## src/rtl/image_window_reader_if.sv

```systemverilog
// Raster-in / RAM / pixel-out bundle for image_window_reader.
// master = timing generator + RAM + encoder side; slave = the reader itself.
interface image_window_reader_if #(
  parameter int ADDR_W = 14
);
  logic              hsync_in;
  logic              vsync_in;
  logic              de_in;
  logic [10:0]       pos_x;
  logic [10:0]       pos_y;
  logic [10:0]       win_x0;
  logic [10:0]       win_y0;
  logic              enable;
  logic [ADDR_W-1:0] ram_addr;
  logic              ram_en;
  logic [7:0]        ram_r;
  logic [7:0]        ram_g;
  logic [7:0]        ram_b;
  logic [7:0]        red;
  logic [7:0]        green;
  logic [7:0]        blue;
  logic              hsync_out;
  logic              vsync_out;
  logic              de_out;
  logic              frame_done;

  modport master (
    output hsync_in, vsync_in, de_in, pos_x, pos_y, win_x0, win_y0, enable,
    output ram_r, ram_g, ram_b,
    input  ram_addr, ram_en,
    input  red, green, blue, hsync_out, vsync_out, de_out, frame_done
  );

  modport slave (
    input  hsync_in, vsync_in, de_in, pos_x, pos_y, win_x0, win_y0, enable,
    input  ram_r, ram_g, ram_b,
    output ram_addr, ram_en,
    output red, green, blue, hsync_out, vsync_out, de_out, frame_done
  );
endinterface

```

## src/rtl/image_window_reader.sv

```systemverilog
// Upscaled image window over the raster: addresses the image RAM and emits
// RGB with sync/DE delayed by the same fixed 4-clk pipeline.
module image_window_reader #(
  parameter int          SCREEN_X   = 1366,
  parameter int          SCREEN_Y   = 768,
  parameter int          IMG_W      = 100,
  parameter int          IMG_H      = 100,
  parameter int          SCALE_LOG2 = 2,
  parameter int          ADDR_W     = 14,
  parameter logic [23:0] BG_COLOR   = 24'h000000
) (
  input  logic                 clk,
  input  logic                 rst_n,
  image_window_reader_if.slave io
);
  localparam int STAGES = 4;
  localparam int WIN_W  = IMG_W << SCALE_LOG2;
  localparam int WIN_H  = IMG_H << SCALE_LOG2;
  localparam int LAST   = IMG_W * IMG_H - 1;

  logic              frame_start;
  logic [10:0]       x0s_q, y0s_q;
  logic              en_s_q;
  logic [10:0]       x0_eff, y0_eff;
  logic              en_eff;
  logic [10:0]       rel_x_d, rel_y_d, rel_x_q, rel_y_q;
  logic              in_win_d, in_win_q;
  logic [31:0]       addr_full;
  logic              hit;
  logic [ADDR_W-1:0] ram_addr_d, ram_addr_q;
  logic              ram_en_q;
  logic              armed_d, armed_q;
  logic              frame_done_d, frame_done_q;
  logic              win3_q;
  logic [STAGES:1]   vld_pipe_q, hs_pipe_q, vs_pipe_q;
  logic [23:0]       rgb_d, rgb_q;

  // The frame-start pixel itself already sees the freshly sampled window.
  assign frame_start = (io.pos_x == 11'd0) && (io.pos_y == 11'd0);
  assign x0_eff      = frame_start ? io.win_x0 : x0s_q;
  assign y0_eff      = frame_start ? io.win_y0 : y0s_q;
  assign en_eff      = frame_start ? io.enable : en_s_q;

  always_ff @(posedge clk or negedge rst_n) begin
    if (!rst_n) begin
      x0s_q  <= '0;
      y0s_q  <= '0;
      en_s_q <= 1'b0;
    end else if (frame_start) begin
      x0s_q  <= io.win_x0;
      y0s_q  <= io.win_y0;
      en_s_q <= io.enable;
    end
  end

  // Stage 1: 12-bit compares so a window past the screen edge clips, never wraps.
  assign rel_x_d  = io.pos_x - x0_eff;
  assign rel_y_d  = io.pos_y - y0_eff;
  assign in_win_d = io.de_in & en_eff
                  & ({1'b0, io.pos_x} >= {1'b0, x0_eff})
                  & ({1'b0, io.pos_y} >= {1'b0, y0_eff})
                  & ({1'b0, rel_x_d} < 12'(WIN_W))
                  & ({1'b0, rel_y_d} < 12'(WIN_H))
                  & ({1'b0, io.pos_x} < 12'(SCREEN_X))
                  & ({1'b0, io.pos_y} < 12'(SCREEN_Y));

  // Stage 2: source address; frame_done fires once per frame via the armed latch.
  assign addr_full    = 32'(rel_y_q >> SCALE_LOG2) * 32'(IMG_W)
                      + 32'(rel_x_q >> SCALE_LOG2);
  assign hit          = in_win_q && (addr_full == 32'(LAST));
  assign ram_addr_d   = in_win_q ? addr_full[ADDR_W-1:0] : ram_addr_q;
  assign frame_done_d = hit & armed_q;
  assign armed_d      = frame_start ? 1'b1 : (hit ? 1'b0 : armed_q);

  // Stage 4: RAM data (valid one clk after the address) or background/blank.
  assign rgb_d = win3_q           ? {io.ram_r, io.ram_g, io.ram_b} :
                 vld_pipe_q[3]    ? BG_COLOR : 24'h000000;

  always_ff @(posedge clk or negedge rst_n) begin
    if (!rst_n) begin
      rel_x_q      <= '0;
      rel_y_q      <= '0;
      in_win_q     <= 1'b0;
      ram_addr_q   <= '0;
      ram_en_q     <= 1'b0;
      armed_q      <= 1'b0;
      frame_done_q <= 1'b0;
      win3_q       <= 1'b0;
      vld_pipe_q   <= '0;
      hs_pipe_q    <= '1;
      vs_pipe_q    <= '1;
      rgb_q        <= '0;
    end else begin
      rel_x_q      <= rel_x_d;
      rel_y_q      <= rel_y_d;
      in_win_q     <= in_win_d;
      ram_addr_q   <= ram_addr_d;
      ram_en_q     <= in_win_q;
      armed_q      <= armed_d;
      frame_done_q <= frame_done_d;
      win3_q       <= ram_en_q;
      vld_pipe_q   <= {vld_pipe_q[STAGES-1:1], io.de_in};
      hs_pipe_q    <= {hs_pipe_q[STAGES-1:1], io.hsync_in};
      vs_pipe_q    <= {vs_pipe_q[STAGES-1:1], io.vsync_in};
      rgb_q        <= rgb_d;
    end
  end

  assign io.ram_addr   = ram_addr_q;
  assign io.ram_en     = ram_en_q;
  assign io.frame_done = frame_done_q;
  assign io.red        = rgb_q[23:16];
  assign io.green      = rgb_q[15:8];
  assign io.blue       = rgb_q[7:0];
  assign io.de_out     = vld_pipe_q[STAGES];
  assign io.hsync_out  = hs_pipe_q[STAGES];
  assign io.vsync_out  = vs_pipe_q[STAGES];
endmodule

```

## src/flat_wrapper.sv

```systemverilog
// flat-port wrapper written by rule: the top's interface ports become plain ports
module image_window_reader_flat 
#(
  parameter int          SCREEN_X   = 1366,
  parameter int          SCREEN_Y   = 768,
  parameter int          IMG_W      = 100,
  parameter int          IMG_H      = 100,
  parameter int          SCALE_LOG2 = 2,
  parameter int          ADDR_W     = 14,
  parameter logic [23:0] BG_COLOR   = 24'h000000
)
  (clk, rst_n, io_hsync_in, io_vsync_in, io_de_in, io_pos_x, io_pos_y, io_win_x0, io_win_y0, io_enable, io_ram_r, io_ram_g, io_ram_b, io_ram_addr, io_ram_en, io_red, io_green, io_blue, io_hsync_out, io_vsync_out, io_de_out, io_frame_done);
  image_window_reader_if #(.ADDR_W(ADDR_W)) io_i ();
  input  logic clk;
  input  logic rst_n;
  input wire logic [$bits(io_i.hsync_in)-1:0] io_hsync_in;
  input wire logic [$bits(io_i.vsync_in)-1:0] io_vsync_in;
  input wire logic [$bits(io_i.de_in)-1:0] io_de_in;
  input wire logic [$bits(io_i.pos_x)-1:0] io_pos_x;
  input wire logic [$bits(io_i.pos_y)-1:0] io_pos_y;
  input wire logic [$bits(io_i.win_x0)-1:0] io_win_x0;
  input wire logic [$bits(io_i.win_y0)-1:0] io_win_y0;
  input wire logic [$bits(io_i.enable)-1:0] io_enable;
  input wire logic [$bits(io_i.ram_r)-1:0] io_ram_r;
  input wire logic [$bits(io_i.ram_g)-1:0] io_ram_g;
  input wire logic [$bits(io_i.ram_b)-1:0] io_ram_b;
  output wire logic [$bits(io_i.ram_addr)-1:0] io_ram_addr;
  output wire logic [$bits(io_i.ram_en)-1:0] io_ram_en;
  output wire logic [$bits(io_i.red)-1:0] io_red;
  output wire logic [$bits(io_i.green)-1:0] io_green;
  output wire logic [$bits(io_i.blue)-1:0] io_blue;
  output wire logic [$bits(io_i.hsync_out)-1:0] io_hsync_out;
  output wire logic [$bits(io_i.vsync_out)-1:0] io_vsync_out;
  output wire logic [$bits(io_i.de_out)-1:0] io_de_out;
  output wire logic [$bits(io_i.frame_done)-1:0] io_frame_done;
  assign io_i.hsync_in = io_hsync_in;
  assign io_i.vsync_in = io_vsync_in;
  assign io_i.de_in = io_de_in;
  assign io_i.pos_x = io_pos_x;
  assign io_i.pos_y = io_pos_y;
  assign io_i.win_x0 = io_win_x0;
  assign io_i.win_y0 = io_win_y0;
  assign io_i.enable = io_enable;
  assign io_i.ram_r = io_ram_r;
  assign io_i.ram_g = io_ram_g;
  assign io_i.ram_b = io_ram_b;
  assign io_ram_addr = io_i.ram_addr;
  assign io_ram_en = io_i.ram_en;
  assign io_red = io_i.red;
  assign io_green = io_i.green;
  assign io_blue = io_i.blue;
  assign io_hsync_out = io_i.hsync_out;
  assign io_vsync_out = io_i.vsync_out;
  assign io_de_out = io_i.de_out;
  assign io_frame_done = io_i.frame_done;
  image_window_reader #(.SCREEN_X(SCREEN_X), .SCREEN_Y(SCREEN_Y), .IMG_W(IMG_W), .IMG_H(IMG_H), .SCALE_LOG2(SCALE_LOG2), .ADDR_W(ADDR_W), .BG_COLOR(BG_COLOR)) u_core (.clk(clk), .rst_n(rst_n), .io(io_i));
endmodule
```

## config.mk

```make
export PLATFORM = sky130hd
export DESIGN_NAME = image_window_reader_flat
export DESIGN_NICKNAME = d
export VERILOG_FILES = /design/src/rtl/image_window_reader_if.sv /design/src/rtl/image_window_reader.sv /design/src/flat_wrapper.sv
export SDC_FILE = /design/constraint.sdc
export NUM_CORES = 1
export LEC_CHECK = 0
export BUFFER_PORTS_ARGS = -buffer_cell sky130_fd_sc_hd__clkbuf_2
export CORE_ASPECT_RATIO = 2
export CORE_MARGIN = 10
export CORE_UTILIZATION = 50
export DETAILED_ROUTE_END_ITERATION = 6
export PLACE_DENSITY_LB_ADDON = 0.08
export SLEW_MARGIN = 0
export SYNTH_ARGS = -nofsm -noshare
export SYNTH_HDL_FRONTEND = slang
export SYNTH_SLANG_ARGS = --single-unit
```

## constraint.sdc

```tcl
create_clock -name clk -period 7.15 [get_ports clk]
set_input_delay 1.43 -clock clk [delete_from_list [all_inputs] [get_ports clk]]
set_output_delay 1.43 -clock clk [all_outputs]
set_load 0.005 [all_outputs]
```

==> results of run 1 <==
## state kept, by name, summed over array words and instances, names as in the netlist
register / flops
u_core.rgb_q: 24
u_core.io.ram_addr: 14
u_core.x0s_q: 11
u_core.y0s_q: 11
u_core.rel_x_q: 9
u_core.rel_y_q: 9
u_core.hs_pipe_q: 4
u_core.vld_pipe_q: 4
u_core.vs_pipe_q: 4
u_core.armed_q: 1
u_core.en_s_q: 1
u_core.in_win_q: 1
u_core.io.frame_done: 1
u_core.io.ram_en: 1
u_core.win3_q: 1
## power by group through the flow
stage          clock network [mW]  logic, mW  registers (mW)
2_1_floorplan                   0      0.423           0.577
3_3_place_gp                    0      0.546           0.581
3_5_place_dp                    0      0.558           0.582
4_1_cts                     0.482      0.564           0.572
5_1_grt                     0.504      0.639           0.573
6_report                    0.465      0.557           0.571
## routing by layer
metal / up-vias / part of all wire [%]
li1: 1833 / -
met1: 1728 / 35
met2: 96 / 55
met3: 20 / 6.4
met4: 0 / 3.1
met5: - / 0
## logic make-up after synthesis
kind of cell	share of synthesized area (%)
simple gates	11.9
flops	46.6
fa+ha+maj	16.7
compound gates	8.59
buf+inv	3.77
xor+xnor	5.76
mux	6.70
## final cells by class
class / instances / area (µm²)
Timing Repair Buffer: 120 / 613
Fill cell: 916 / 3930
Tap cell: 135 / 169
Inverter: 43 / 161
Sequential cell: 96 / 2410
Clock buffer: 10 / 239
Multi-Input combinational cell: 309 / 2570
Clock inverter: 6 / 60.1
## how the worst max path moves through the flow
stage / to / slack [ns] / cells past startpoint
final: u_core.in_win_q$_DFF_PN0_ / 1.99 / 14
after global routing: u_core.in_win_q$_DFF_PN0_ / 1.80 / 14
after CTS: u_core.in_win_q$_DFF_PN0_ / 1.99 / 14
after detailed placement: u_core.in_win_q$_DFF_PN0_ / 1.65 / 14
after global placement: u_core.in_win_q$_DFF_PN0_ / 1.76 / 14
after floorplan: u_core.in_win_q$_DFF_PN0_ / 1.87 / 12
## metrics by stage
step | worst slack [ns] | area (µm²) | cells | utilization [%]
2_1_floorplan | 1.87 | 5170 | 457 | -
3_3_place_gp | 1.76 | 5920 | 703 | 58.3
3_5_place_dp | 1.65 | 5920 | 703 | 58.3
4_1_cts | 1.99 | 6220 | 719 | 61.3
5_1_grt | 1.80 | 6220 | 719 | 61.3
6_report | 1.99 | 6220 | 719 | 61.3
## critical path, delay by kind of cell
| kind | cells | cell delay, ns |
|---|---|---|
| AO/OA/AOI/OAI | 3 | 0.89 |
| XOR/XNOR | 1 | 0.16 |
| adder cells (fa/ha/maj) | 1 | 0.26 |
| buffers and inverters | 2 | 0.39 |
| multiplexers | 1 | 0.27 |
| AND/OR/NAND/NOR | 6 | 1.97 |
## synthesized netlist by cell type (3+ instances only)
cell       n  area (µm²)
dfrtp_1   88        2200
or2_2      3        18.8
xor2_1    14         123
nor2b_1    8        50.1
a21o_1     5        37.5
nor4_1     7        43.8
mux2_2    13         146
o211ai_1   3        22.5
a21oi_1   15        75.1
nand2_1    6        22.5
o21a_1     5        37.5
nor2_1    31         116
a211oi_1   5        37.5
clkbuf_1   8        30.0
nor3_1     9        45.0
o21bai_1   5        37.5
inv_1     43         161
o21ai_0   10        50.1
and2_1    25         156
fa_1       5         100
dfstp_2    8         210
ha_1      61         763
or4_1      4        30.0
nand4_1    3        18.8
xnor2_1   20         175
mux2i_1   20         200
nand3_1    6        30.0
## cells in the final DEF (no fill, tap or decap), types with 4 or more instances in the layout
cell,n
clkbuf_2,115
dfrtp_1,88
ha_1,61
inv_1,43
nor2_1,31
and2_1,25
mux2i_1,20
xnor2_1,20
a21oi_1,15
xor2_1,14
mux2_2,13
o21ai_0,10
nor3_1,9
clkbuf_16,9
nor2b_1,8
dfstp_2,8
nor4_1,7
nand2_1,6
nand3_1,6
o21a_1,5
o21bai_1,5
a21o_1,5
a211oi_1,5
fa_1,5
buf_4,5
or4_1,4
==> run metrics, run 1 <==
status complete, no violations; sequential element share of the synthesized area 46.6%; critical path required time 7.39 ns; Initial Utilization 51.0%; Root Driver clkbuf_16; # diodes 0; largest net degree at the start of global routing 54; die span in y 164 µm; post-route ant nets 0; detailed-route wire length per cell 15.6 µm; H-Tree Depth 3; Core ar. 10100 µm²; sw power 0.540 mW; hold-critical path depth 0; fin. max-slew vios 0; Hold WC Path Type flop to flop; first-pass GRT wire length 18700 µm; reg-to-reg startpoint u_core.rel_y_q[3]$_DFF_PN0_; DR iter-0 viols 85; Reg power frac 35.9%; Slew HR 58.1%; Clk Latency, worst-skew pair 0.34 ns; share of layout cells above drive strength 1 27.7%; cells after synthesis 457; Post-Syn Area 5170 µm²; Comb pwr share 34.9%; DR vias/cell 5.11; DRC Markers 0; placed wire-length estimate 9430 µm; Setup TNS 0 ns; M3 GR Usage 4.57%; average size of a mapped cell 11.3 µm²; met2 usage 28.6%; Crit Path Max Fanout 14; Overall Power 1.59 mW; synth warn 0; cells on worst reg2reg path 13; Tmin final 5.16 ns; CTS Buf Count 9; Setup Fix Bufs, Post-CTS 0; peak supply drop 145 µV; grt met1 use 14.6%; Buffers on Ports 116; Mapped Nets 597; Primary FF master, synth dfrtp_1; Boundary Pins 117; fmax 0.194 GHz; number of flops mapped to enable cells by yosys 0; Vias 3677; Max Cap Viol 0; Crit Path Class primary input to flop; GRT Total Usage 15.3%; Clk pwr share 29.2%; max incr delay on CP 0.55 ns; Setup Viol. Count Final 0; Worst Max-Slew Pin Slew 0.628 ns; synthesized flop and latch total 96; Worst Setup End Kind flop; Setup crit start kind primary input; Critical Path Source io_pos_x[2]; LEAKAGE 3.27 nW; Setup Skew 0.00746 ns; Int Pwr 1.05 mW; HP Start u_core.vld_pipe_q[3]$_DFF_PN0_; GPL Wtd Cong 0.880; r2r setup slk 2.98 ns; Routed WL 11200 µm; worst-path cell chain clkbuf_2, nor4_1, nand4_1, nor4_4, buf_4, mux2i_1, ha_1, nor2b_1, o31a_1, o21a_1, a311o_1, xor2_1, or4_1, nor4_1; Pwr Density 256 nW/µm²; Synth async-reset ratio 100%; Max clock buf depth 2; site row count 52; vias in the first global route 4002; Final Hold Viols 0; Post-CTS Resized 0; CP most frequent cell nor4_1; RSZ-0062 raised after global routing no; Final Cycle Share 72.2%; post-synthesis cell type count 49; CTS Hold Bufs 0; TritonCTS clock tree yes; Overflow after GRT 0; DIE AREA 15100 µm²; antenna violations before repair 0; clk slew on worst S/H paths 0.07 ns; Final #Nets 719; grt peak-use layer met2; count of clock tree sinks 96; Data arrival, critical path 5.40 ns; worst hold slack 0.353 ns; Switching Fraction 33.9%; Hold Path End u_core.vld_pipe_q[4]$_DFF_PN0_; Pre-antenna DRT Iters 4; Die W 91.9 µm; Slowest-stage cell, CP nor4_1; RR Endpoint u_core.io.frame_done$_DFF_PN0_; area grow syn2layout 20.2%
Power figures use the tool's default switching activity.
==> inputs of run 2 (changes only) <==
--- a/config.mk
+++ b/config.mk
@@ -8,7 +8,7 @@
 export BUFFER_PORTS_ARGS = -buffer_cell sky130_fd_sc_hd__clkbuf_2
 export CORE_ASPECT_RATIO = 2
 export CORE_MARGIN = 10
-export CORE_UTILIZATION = 50
+export CORE_UTILIZATION = 49
 export DETAILED_ROUTE_END_ITERATION = 6
 export PLACE_DENSITY_LB_ADDON = 0.08
 export SLEW_MARGIN = 0
==> constraint.sdc (replaced) <==
create_clock -name clk -period 4.29 [get_ports clk]
set_input_delay 0.858 -clock clk [delete_from_list [all_inputs] [get_ports clk]]
set_output_delay 0.858 -clock clk [all_outputs]
set_load 0.005 [all_outputs]
==> run 2 against run 1 <==
- power rose by 70%
- worst setup slack got worse by 1.8 ns
- highest routed layer unchanged
- count of clock-buffer cells in the layout did not move
- cell count rose by 9.0%
- combinational power rose by 76%
==> run metrics, run 2 (same netlist as run 1, synthesis figures left out) <==
Slowest-stage cell, CP or4_4; GPL Wtd Cong 0.839 (-4.6%); Slew HR 40.6% (-18 points); Layout Cells excl Fill 784 (+9.0%); reg-to-reg startpoint u_core.rel_y_q[3]$_DFF_PN0_; TritonCTS clock tree yes; DR vias/cell 5.03 (-1.7%); Setup Viol. Count Final 0 (unchanged); Final Hold Viols 0 (unchanged); Pwr Density 404 nW/µm² (+58%); fmax 0.245 GHz; HP Start u_core.vs_pipe_q[3]$_DFF_PN1_; Critical Path Source io_pos_x[8]; Overflow after GRT 0 (unchanged); clk slew on worst S/H paths 0.07 ns (about the same); max reg flops 24 (unchanged); die span in y 165 µm (+0.89%); max incr delay on CP 0.54 ns (about the same); vias in the first global route 4213 (+5.3%); Buffers on Ports 116 (unchanged); Setup crit start kind primary input; placed wire-length estimate 9890 µm (+4.9%); Max Cap Viol 0 (unchanged); post-route ant nets 0 (unchanged); site row count 53 (+1.9%); critical path required time 4.54 ns (-2.85 ns); H-Tree Depth 3 (unchanged); area grow syn2layout 29.9%; Initial Utilization 49.7% (-1.3 points); dpl cells 766 (+9.0%); DR iter-0 viols 74 (-13%); Hold WC Path Type flop to flop; worst-path cell chain clkbuf_2, or4_4, nor4_4, buf_6, mux2i_2, ha_1, nor2b_4, o31a_1, buf_4, o211ai_1, a31oi_1, mux2i_1, or4_1, nor4_1; Top reg by flops u_core.rgb_q; peak supply drop 216 µV (+49%); Worst Max-Slew Pin Slew 0.891 ns (+0.263 ns); most frequent cells in the layout clkbuf_2, dfrtp_1, buf_4, ha_1, inv_1; Setup TNS 0 ns (unchanged); Routed WL 11700 µm (+4.4%); Crit Path Max Fanout 11 (-3); r2r setup slk 0.33 ns (-2.65 ns); Crit Path Class primary input to flop; Max clock buf depth 2 (unchanged); Pre-antenna DRT Iters 4 (unchanged); count of clock tree sinks 96 (unchanged); Worst Setup End Kind flop; first-pass GRT wire length 19300 µm (+3.4%); DRC Markers 0 (unchanged); Vias 3942 (+7.2%); cells on worst reg2reg path 14 (+1); LEAKAGE 3.58 nW (+9.5%); Final Cycle Share 95.0%; Die W 92.7 µm (+0.79%); antenna violations before repair 0 (unchanged); DIE AREA 15300 µm² (+1.7%); CTS Buf Count 9 (unchanged); Core ar. 10400 µm² (+2.6%); Data arrival, critical path 4.32 ns (-1.08 ns); # diodes 0 (unchanged); Hold Path End u_core.vs_pipe_q[4]$_DFF_PN1_; largest net degree at the start of global routing 76 (+41%); RR Endpoint u_core.armed_q$_DFFE_PN0P_; Root Driver clkbuf_16; GRT Total Usage 15.7% (+0.42 points); Final #Nets 782 (+8.8%); status complete, no violations; hold-critical path depth 0 (unchanged); Boundary Pins 117 (unchanged); Tmin final 4.08 ns; RSZ-0062 raised after global routing yes; most common cell after layout, fill and taps aside clkbuf_2; share of layout cells above drive strength 1 35.4% (+7.7 points); Clk Latency, worst-skew pair 0.35 ns (about the same); Setup Skew 0.00679 ns (-0.000669 ns); detailed-route wire length per cell 14.9 µm (-4.3%); fin. max-slew vios 0 (unchanged)
[run 2: changes by cell type in the layout (fill, tap and decap cells not counted), sizes merged]
cell / change
inv: +1
buf: +63
clkinv: -2
clkinvlp: +1
[run 2: worst max path at each step]
stage	to	slack (ns)	cells past startpoint
3_3_place_gp	u_core.in_win_q$_DFF_PN0_	-0.18	15
2_1_floorplan	u_core.in_win_q$_DFF_PN0_	-0.12	12
6_report	u_core.in_win_q$_DFF_PN0_	0.21	14
3_5_place_dp	u_core.in_win_q$_DFF_PN0_	-0.22	16
5_1_grt	u_core.in_win_q$_DFF_PN0_	-0.02	14
4_1_cts	u_core.in_win_q$_DFF_PN0_	0.14	16
[run 2: metal layers]
layer  vias up  track usage (%)  part of all wire (%)
met1      1868             13.9                    34
met4         0             6.91                   3.1
met3        18             5.34                   7.3
met5         -                0                     0
li1       1960                -                     -
met2        96             30.5                    56
[run 2: metrics by stage]
step	utilization, %	setup WS, ns	hold WS [ns]	area, µm²	power, mW
6_report	64.5	0.215	0.358	6720	2.71
4_1_cts	64.3	0.138	0.358	6690	2.74
3_5_place_dp	61.4	-0.220	0.342	6390	1.94
2_1_floorplan	-	-0.118	0.331	5200	1.67
5_1_grt	64.5	-0.0233	0.365	6720	2.90
3_3_place_gp	61.4	-0.182	0.332	6390	1.93
[run 2: worst max-delay path: cells and delay by family]
family          cells  cell delay (ns)
simple gates        5             1.72
compound gates      3             0.66
buf+inv             3             0.45
mux                 2             0.38
fa+ha+maj           1             0.26
[run 2: area by class of cell]
class                   count  area [µm²]
fillers                   892        3690
multi-input cells         309        2590
flip-flops and latches     96        2410
repair buffers            183        1090
clock buffers              10         239
well taps                 137         171
inverters                  43         161
clock inverters             6        58.8
[run 2: what timing repair did]
| item | CTS | global route |
|---|---|---|
| buffers inserted | 0 | 2 |
| hold buffers | 0 | 0 |
| hold endpoints to repair | 0 | 0 |
| gates resized for setup | 0 | 3 |
| setup endpoints to repair | 0 | 1 |
[run 2: report_power, final]
| part | total, mW | leakage, nW | switching, mW | internal, mW |
|---|---|---|---|---|
| Combinational | 0.978 | 2.17 | 0.536 | 0.442 |
| Sequential | 0.952 | 1.26 | 0.0186 | 0.933 |
| Clock | 0.783 | 0.145 | 0.359 | 0.424 |
| Total | 2.71 | 3.58 | 0.913 | 1.80 |
==> inputs of run 3 (changes only) <==
--- a/config.mk
+++ b/config.mk
@@ -8,7 +8,7 @@
 export BUFFER_PORTS_ARGS = -buffer_cell sky130_fd_sc_hd__clkbuf_2
 export CORE_ASPECT_RATIO = 2
 export CORE_MARGIN = 10
-export CORE_UTILIZATION = 49
+export CORE_UTILIZATION = 50
 export DETAILED_ROUTE_END_ITERATION = 6
 export PLACE_DENSITY_LB_ADDON = 0.08
 export SLEW_MARGIN = 0
==> constraint.sdc (replaced) <==
create_clock -name clk -period 5.2 [get_ports clk]
set_input_delay 1.04 -clock clk [delete_from_list [all_inputs] [get_ports clk]]
set_output_delay 1.04 -clock clk [all_outputs]
set_load 0.005 [all_outputs]
==> run 3 against run 2 <==
- utilization down 2.8 points
- count of clock-buffer cells in the layout down 1
- sequential share of layout area up 2.6 points
- critical path depth unchanged
- non-clock buffer count down 61
- critical endpoint unchanged
- cell area down 6.8%
- global-route usage about the same
- power down 17%
- sequential cell count unchanged
- routed wire length down 2.7%
- clock skew up 0.0040 ns
- sequential power down 18%
==> run metrics, run 3 (same netlist as run 1, synthesis figures left out) <==
Vias 3711 (-5.9%); Top reg by flops u_core.rgb_q; largest net degree at the start of global routing 62 (-18%); Setup Fix Bufs, Post-CTS 0 (unchanged); Initial Utilization 51.0% (+1.3 points); Final #Nets 721 (-7.8%); pre-CTS setup slack 0.257 ns (+0.477 ns); HP Start u_core.vld_pipe_q[1]$_DFF_PN0_; clk slew on worst S/H paths 0.07 ns (about the same); most frequent cells in the layout clkbuf_2, dfrtp_1, ha_1, inv_1, nor2_1; CTS Hold Bufs 0 (unchanged); TritonCTS clock tree yes; post-route ant nets 0 (unchanged); Overall Power 2.24 mW (-17%); Max Cap Viol 0 (unchanged); critical path required time 5.45 ns (+0.91 ns); Max clock buf depth 2 (unchanged); Tmin final 4.58 ns; first-pass GRT wire length 19100 µm (-1.2%); LEAKAGE 3.29 nW (-8.1%); Worst Setup End Kind flop; count of clock tree sinks 96 (unchanged); Pre-antenna DRT Iters 4 (unchanged); Crit Path Max Fanout 15 (+4); reg-to-reg startpoint u_core.rel_y_q[3]$_DFF_PN0_; RSZ-0062 raised after global routing no; Critical Path Source io_pos_x[0]; DR iter-0 viols 109 (+47%); peak supply drop 256 µV (+19%); max reg flops 24 (unchanged); CTS Buf Count 9 (unchanged); Setup TNS 0 ns (unchanged); post-route design area 6260 µm² (-6.8%); status complete, no violations; die span in y 164 µm (-0.88%); Boundary Pins 117 (unchanged); Setup Viol. Count Final 0 (unchanged); Die W 91.9 µm (-0.79%); worst-path cell chain clkbuf_2, nor4_1, nand4_1, nor4_4, buf_4, mux2i_1, ha_1, nor2b_1, o31a_1, o21a_1, a311o_1, xor2_1, or4_1, nor4_1; placed cell area 5940 µm² (-7.1%); worst hold slack 0.354 ns (-0.00341 ns); fmax 0.218 GHz; site row count 52 (-1.9%); area grow syn2layout 21.0%; antenna violations before repair 0 (unchanged); placed wire-length estimate 9420 µm (-4.7%); Pwr Density 358 nW/µm² (-11%); max incr delay on CP 0.51 ns (-0.03 ns); Data arrival, critical path 4.83 ns (+0.51 ns); Core ar. 10100 µm² (-2.5%); Slew HR 50.2% (+9.6 points); Routed WL 11400 µm (-2.7%); Post-CTS Resized 0 (unchanged); Clk Latency, worst-skew pair 0.35 ns (about the same); # diodes 0 (unchanged); most common cell after layout, fill and taps aside clkbuf_2; GPL Wtd Cong 0.871 (+3.8%); Final Hold Viols 0 (unchanged); GRT Total Usage 15.7% (about the same); vias in the first global route 4071 (-3.4%); DIE AREA 15100 µm² (-1.7%); Hold WC Path Type flop to flop; Setup Skew 0.0108 ns (+0.00396 ns); share of layout cells above drive strength 1 28.0% (-7.4 points); DRC Markers 0 (unchanged); Final Cycle Share 88.0%; Overflow after GRT 0 (unchanged); Buffers on Ports 116 (unchanged); H-Tree Depth 3 (unchanged); smallest setup slack after layout 0.623 ns (+0.409 ns); Worst Max-Slew Pin Slew 0.747 ns (-0.144 ns); Crit Path Class primary input to flop; fin. max-slew vios 0 (unchanged); Setup crit start kind primary input; DR vias/cell 5.15 (+2.4%); Slowest-stage cell, CP or4_1; Root Driver clkbuf_16; CP most frequent cell nor4_1; detailed-route wire length per cell 15.8 µm (+5.8%)
-- run 3: cell type report --
type,instances,area (µm²)
Tap cell,135,169
Multi-Input combinational cell,309,2570
Clock inverter,7,100
Timing Repair Buffer,122,628
Inverter,43,161
Clock buffer,9,225
Sequential cell,96,2410
Fill cell,884,3890
-- run 3: metal layers --
metal  up-vias  track usage [%]  wire [µm]
met3        15             5.26        774
met2       100             29.9       6390
met1      1762             14.6       3930
met4         0             6.70        265
li1       1834                -          -
met5         -                0          0
-- run 3: worst paths after layout --
| path | slack, ns | to | cells after the start |
|---|---|---|---|
| setup reg to reg | 1.09 | u_core.armed_q$_DFFE_PN0P_ | 13 |
| hold / removal | 0.35 | u_core.vld_pipe_q[2]$_DFF_PN0_ | 0 |
| hold reg to reg | 0.35 | u_core.vld_pipe_q[2]$_DFF_PN0_ | 0 |
| setup / recovery | 0.62 | u_core.in_win_q$_DFF_PN0_ | 14 |
| max in group asynchronous | 3.51 | u_core.rel_y_q[5]$_DFF_PN0_ | 2 |
| min in group asynchronous | 0.76 | u_core.rgb_q[6]$_DFF_PN0_ | 1 |
-- run 3: worst max-delay path, delay by kind of cell --
kind / cells / cell delay [ns]
multiplexers: 1 / 0.26
buffers and inverters: 2 / 0.39
adder cells (fa/ha/maj): 1 / 0.25
AO/OA/AOI/OAI: 3 / 0.90
XOR/XNOR: 1 / 0.16
AND/OR/NAND/NOR: 6 / 1.82
-- run 3: through the flow --
step	instances	util, %
after detailed placement	705	58.5
after global placement	705	58.5
final	721	61.7
after global routing	721	61.7
after floorplan	457	-
after CTS	721	61.7
-- run 3: where the power goes --
part	internal [mW]	switching [mW]
clock network	0.388	0.304
registers	0.770	0.0151
logic	0.330	0.435
total	1.49	0.754
